--- src/rtl/fir_ctrl_pkg.sv ---
// Shared definitions for the time-multiplexed FIR tap sequencer.
//   - state_t      : sequencer FSM states
//   - DEF_*        : default tap count, data width and output shift
//   - sat_to_width : clamp a signed value to the range of a w-bit signed word
package fir_ctrl_pkg;

    localparam int DEF_NTAPS = 129;
    localparam int DEF_DW    = 16;
    localparam int DEF_SHIFT = 15;

    typedef enum logic [2:0] {
        ST_CLEAR,
        ST_IDLE,
        ST_RUN,
        ST_DRAIN,
        ST_OUT
    } state_t;

    // Clamp v to [-2^(w-1), 2^(w-1)-1]; the caller truncates the result to w bits.
    function automatic logic signed [63:0] sat_to_width(input logic signed [63:0] v,
                                                        input int unsigned       w);
        logic signed [63:0] hi;
        logic signed [63:0] lo;
        hi = (64'sd1 <<< (w - 1)) - 64'sd1;
        lo = -(64'sd1 <<< (w - 1));
        if (v > hi) begin
            return hi;
        end else if (v < lo) begin
            return lo;
        end
        return v;
    endfunction

endpackage

--- src/rtl/fir_mac_acc.sv ---
// Registered signed multiply-accumulate.
//   clk, reset : clock, asynchronous active-high reset (accumulator -> 0)
//   en         : update the accumulator this cycle
//   load       : with en, replace the accumulator by the product instead of adding
//   a, b       : signed DW-bit operands
//   acc_next   : value the accumulator takes at the next edge when en is high;
//                exposed so the final sum can be captured on the same edge it
//                is formed
module fir_mac_acc #(
    parameter int DW   = 16,
    parameter int ACCW = 40
) (
    input  logic            clk,
    input  logic            reset,
    input  logic            en,
    input  logic            load,
    input  logic [DW-1:0]   a,
    input  logic [DW-1:0]   b,
    output logic [ACCW-1:0] acc_next
);

    logic signed [2*DW-1:0] prod;
    logic signed [ACCW-1:0] prod_ext;
    logic signed [ACCW-1:0] sum;
    logic signed [ACCW-1:0] acc_d;
    logic signed [ACCW-1:0] acc_q;

    always_comb begin
        prod     = $signed(a) * $signed(b);
        prod_ext = ACCW'(prod);
        sum      = load ? prod_ext : acc_q + prod_ext;
        acc_d    = en ? sum : acc_q;
        acc_next = sum;
    end

    always_ff @(posedge clk or posedge reset) begin
        if (reset) begin
            acc_q <= '0;
        end else begin
            acc_q <= acc_d;
        end
    end

endmodule

--- src/rtl/fir_tap_sequencer.sv ---
// Sequencer that walks all taps of an FIR through a single MAC.
//   clk, reset            : clock, asynchronous active-high reset
//   in_valid/in_ready     : input sample handshake, in_data sample
//   smp_we/waddr/wdata    : circular sample RAM write port
//   smp_raddr/smp_rdata   : sample RAM read port (1-cycle read latency)
//   coef_raddr/coef_rdata : coefficient ROM port (1-cycle read latency)
//   out_valid/out_ready   : result handshake, out_data saturated result
//   busy                  : high in every state except IDLE
module fir_tap_sequencer
    import fir_ctrl_pkg::*;
#(
    parameter int NTAPS = DEF_NTAPS,
    parameter int DW    = DEF_DW,
    parameter int SHIFT = DEF_SHIFT,
    localparam int AW   = $clog2(NTAPS),
    localparam int ACCW = 2 * DW + AW
) (
    input  logic          clk,
    input  logic          reset,
    input  logic          in_valid,
    output logic          in_ready,
    input  logic [DW-1:0] in_data,
    output logic          smp_we,
    output logic [AW-1:0] smp_waddr,
    output logic [DW-1:0] smp_wdata,
    output logic [AW-1:0] smp_raddr,
    input  logic [DW-1:0] smp_rdata,
    output logic [AW-1:0] coef_raddr,
    input  logic [DW-1:0] coef_rdata,
    output logic          out_valid,
    input  logic          out_ready,
    output logic [DW-1:0] out_data,
    output logic          busy
);

    localparam logic [AW-1:0] LAST = AW'(NTAPS - 1);

    state_t        state_q, state_d;
    logic [AW-1:0] tap_q, tap_d;
    logic [AW-1:0] base_q, base_d;
    logic [AW-1:0] wptr_q, wptr_d;
    logic [DW-1:0] out_data_q, out_data_d;
    logic          mac_en_q, mac_en_d;
    logic          mac_load_q, mac_load_d;

    logic signed [ACCW-1:0] acc_next;
    logic signed [ACCW-1:0] acc_shifted;

    fir_mac_acc #(
        .DW   (DW),
        .ACCW (ACCW)
    ) u_mac (
        .clk      (clk),
        .reset    (reset),
        .en       (mac_en_q),
        .load     (mac_load_q),
        .a        (smp_rdata),
        .b        (coef_rdata),
        .acc_next (acc_next)
    );

    // Newest sample sits at base; tap k reads base-k, folded back into [0, NTAPS-1].
    // The fold is done modulo 2^AW, which is exact because the true result is < NTAPS.
    always_comb begin
        if (base_q >= tap_q) begin
            smp_raddr = base_q - tap_q;
        end else begin
            smp_raddr = base_q - tap_q + AW'(NTAPS);
        end
        coef_raddr  = tap_q;
        acc_shifted = acc_next >>> SHIFT;
    end

    always_comb begin
        state_d    = state_q;
        tap_d      = tap_q;
        base_d     = base_q;
        wptr_d     = wptr_q;
        out_data_d = out_data_q;
        mac_en_d   = 1'b0;
        mac_load_d = 1'b0;
        in_ready   = 1'b0;
        out_valid  = 1'b0;
        smp_we     = 1'b0;
        smp_waddr  = '0;
        smp_wdata  = '0;

        unique case (state_q)
            ST_CLEAR: begin
                // The tap counter doubles as the clear address. The write is
                // held off while reset is asserted so the RAM is only cleared
                // once reset has been released.
                smp_we    = ~reset;
                smp_waddr = tap_q;
                if (tap_q == LAST) begin
                    tap_d   = '0;
                    state_d = ST_IDLE;
                end else begin
                    tap_d = tap_q + AW'(1);
                end
            end
            ST_IDLE: begin
                in_ready = 1'b1;
                if (in_valid) begin
                    smp_we    = 1'b1;
                    smp_waddr = wptr_q;
                    smp_wdata = in_data;
                    base_d    = wptr_q;
                    tap_d     = '0;
                    state_d   = ST_RUN;
                end
            end
            ST_RUN: begin
                // Read data returns one cycle later, so the MAC controls are
                // this cycle's issue strobe delayed by one register stage.
                mac_en_d   = 1'b1;
                mac_load_d = (tap_q == '0);
                if (tap_q == LAST) begin
                    tap_d   = '0;
                    state_d = ST_DRAIN;
                end else begin
                    tap_d = tap_q + AW'(1);
                end
            end
            ST_DRAIN: begin
                // The last product is added on this edge; capture the finished
                // sum straight from the MAC adder so out_data is ready in OUT.
                out_data_d = DW'(sat_to_width(64'(acc_shifted), DW));
                state_d    = ST_OUT;
            end
            ST_OUT: begin
                out_valid = 1'b1;
                if (out_ready) begin
                    wptr_d  = (wptr_q == LAST) ? '0 : wptr_q + AW'(1);
                    state_d = ST_IDLE;
                end
            end
            default: begin
                state_d = ST_CLEAR;
            end
        endcase
    end

    always_ff @(posedge clk or posedge reset) begin
        if (reset) begin
            state_q    <= ST_CLEAR;
            tap_q      <= '0;
            base_q     <= '0;
            wptr_q     <= '0;
            out_data_q <= '0;
            mac_en_q   <= 1'b0;
            mac_load_q <= 1'b0;
        end else begin
            state_q    <= state_d;
            tap_q      <= tap_d;
            base_q     <= base_d;
            wptr_q     <= wptr_d;
            out_data_q <= out_data_d;
            mac_en_q   <= mac_en_d;
            mac_load_q <= mac_load_d;
        end
    end

    assign out_data = out_data_q;
    assign busy     = (state_q != ST_IDLE);

endmodule
--- config.mk ---
export PLATFORM = sky130hd
export DESIGN_NAME = fir_tap_sequencer
export DESIGN_NICKNAME = d
export VERILOG_FILES = /design/src/rtl/fir_ctrl_pkg.sv /design/src/rtl/fir_mac_acc.sv /design/src/rtl/fir_tap_sequencer.sv
export SDC_FILE = /design/constraint.sdc
export NUM_CORES = 1
export LEC_CHECK = 0
export CORE_MARGIN = 2
export CORE_UTILIZATION = 25
export DETAILED_ROUTE_END_ITERATION = 8
export GPL_TIMING_DRIVEN = 1
export PLACE_DENSITY_LB_ADDON = 0.05
export SYNTH_ARGS = -nofsm -noshare
export SYNTH_HDL_FRONTEND = slang
export SYNTH_SLANG_ARGS = --single-unit
--- constraint.sdc ---
create_clock -name clk -period 4.36 [get_ports clk]
set_input_delay 0.654 -clock clk [delete_from_list [all_inputs] [get_ports clk]]
set_output_delay 0.654 -clock clk [all_outputs]
set_load 0.05 [all_outputs]
==> metrics.yaml <==
path_delay_family: "adder cells"
synth_edf_count: 0
syn_inst: 1953
core_area_um2: 67000
num_vias: 14900
dr.pass1.iters: 5
postSynth.asyncResetShare_pct: 100
drcViolationCount: 0
hold_violations: 0
critPathLaunch: "smp_rdata[9]"
cap_violations: 0
clk_latency_ps: 370
grt_first_pass_wirelength_um: 92400
yosys.area.top_type: "fa_1"
area_growth_pct: 52.4
clk_path_buf_depth: 2
dp_hpwl_um: 45700
grt_usage_pct: 16.8
slew_headroom_pct: 33.3
grt_max_degree: 47
clockRootBuffer: "clkbuf_16"
worst_slack_ps: -4450
setup_viol: 51
worst_pin_slew_ps: 988
rr_worst_depth: 17
layout.nets: 2929
antenna_found_initial: 1
synth_nets: 2404
path_depth: 37
grt_pass1_vias: 16400
wl_per_cell_um: 16.8
cts_max_level: 3
syn_area_per_cell_um2: 8.64
r2r_end: "out_data[6]"
whs_path_depth: 2
clk_pin_slew_ps: 70
hold_start: "out_data[15]"
critPathCaptureType: "register"
tritoncts: "done"
final_core_util_pct: 38.4
synth_seq_area_share_pct: 12.6
io_pins: 112
fp-row-count: 95
gp_congestion: 0.800
period_share_pct: 202
rrSetupSlack_ps: 170
period_needed_ps: 8810
status: "complete, but fails checks"
synth_area_leaders: "fa_1 (31%), dfrtp_1 (13%), ha_1 (10%), inv_1 (8.0%), and2_1 (5.2%)"
start_kind: "primary input"
viasPerCell: 4.45
netlist_area_um2: 16900
min_to: "out_data[15]"
dr.first_iter.drc_count: 517
cpMostUsedCell: "fa_1"
wl_um: 56400
ant_nets: 0
drv_slew: 0
r2r_start: "u_mac.acc_q[0]"
drive_above_1_share_pct: 37.9
ys_ff_latch: 85
cp_slowest_cell: "fa_2"
fp.dieArea_um2: 69600
synth_top_area_share_pct: 31.3
synth_cell_type_count: 82
critPathKind: "primary input to register"
finClkSkew_ps: 12.8
cts.sinks: 85
clock.fmax_mhz: 113
max_stage_delay_ps: 590
worstPathMaxFanout: 4
critPathArrivalTime_ps: 9100
die_w_um: 264
antenna_cells: 0
worstPathRequired_ps: 4650
violations: "setup timing"
rsz0062_at_grt: "yes"
finalSetupTns_ps: -169230
hold_buffers: 0
cts_made_buffers: 9
path_buf_inv: 10
overflow: 0
die_y_um: 264
min_path_type: "register to register"
start_util_pct: 25.2
ys_warn_count: 0
synthFlopType: "dfrtp_1"
io_buffers: 111
per-layer routing:
metal | vias to the layer above | wire [um] | global-route usage (%)
met1 | 7409 | 26900 | 23.3
li1 | 7301 | - | -
met3 | 54 | 1070 | 1.40
met4 | 2 | 980 | 4.21
met2 | 155 | 27400 | 28.2
met5 | - | 19 | 0
Yosys cell counts, drive strengths merged, types with 4 or more instances:
cell type and instances:
inv 361, fa 264, nand2 193, and2 140, a21oi 136, ha 135
nor2 115, dfrtp 85, o21ai 70, xnor2 63, clkbuf 60, a21o 32
nand3 26, xor2 24, a31oi 19, mux2 18, and3 17, o21bai 17
nand2b 14, nand4 14, o211ai 14, nor3 13, buf 11, a22o 9
a211oi 8, o221ai 8, o21a 7, o31ai 7, a22oi 6, mux2i 6
nor4 6, nor4b 5, nor2b 4
sequential cells by signal, indices dropped and copies added, names as in the netlist:
signal	count
coef_raddr	8
out_data	16
wptr_q	8
mac_load_q	1
mac_en_q	1
base_q	8
state_q	3
u_mac.acc_q	40
logic make-up after synthesis:
family	share of synthesized area, %
AOI/OAI and AO/OA	13.7
xor gates and xnor gates	4.56
adders and majority gates	41.3
buffers and inverters	9.71
DFF	12.6
muxes	1.56
and+or+nand+nor	16.5
cell usage in the layout, fill, tap and decap left out, types with 24 or more instances in the layout:
cell,instances
buf_12,27
buf_6,79
clkdlybuf4s50_1,72
inv_2,55
and2_1,99
inv_1,303
dfrtp_1,82
ha_1,85
nand2_1,172
xnor2_1,38
o21ai_0,31
buf_4,370
nor2_1,107
a21o_1,32
ha_4,46
a21oi_1,73
and2_4,41
a21oi_2,49
fa_1,240
fa_2,24
tightest hold or removal path, stage by stage (launching register included):
cell and delay [ps]:
dfrtp_1 360, nand2_1 50, o21ai_0 60
per-stage QoR:
| stage | cells | hold slack, ps | area (um2) | setup slack, ps |
|---|---|---|---|---|
| 5_1_grt | 3356 | 545 | 25700 | -4760 |
| 4_1_cts | 3321 | 506 | 24600 | -4370 |
| 2_1_floorplan | 1953 | 457 | 17700 | -4210 |
| 6_report | 3356 | 506 | 25700 | -4450 |
| 3_3_place_gp | 3238 | 474 | 22500 | -5390 |
| 3_5_place_dp | 3238 | 486 | 22500 | -5410 |
worst max path at each step:
stage                         to
global placement     out_data[0]
global route         out_data[0]
floorplan           out_data[10]
CTS                  out_data[0]
detailed placement   out_data[3]
finish               out_data[6]
what timing repair did:
action                     CTS  global route
gates resized for setup    343           228
setup endpoints to repair   53            54
buffers inserted            58            42
pin swaps                  172           124
cloned                      12             1
cell type report:
type | count | area [um2]
fillers | 6865 | 41300
multi-input cells | 1436 | 15300
repair buffers | 585 | 5500
flip-flops and latches | 85 | 2130
inverters | 361 | 1360
well taps | 873 | 1090
clock buffers | 11 | 253
clock inverters | 5 | 41.3
Power is not shown: default switching activity piles up to over one toggle a cycle in this logic, so the estimate is an artifact.
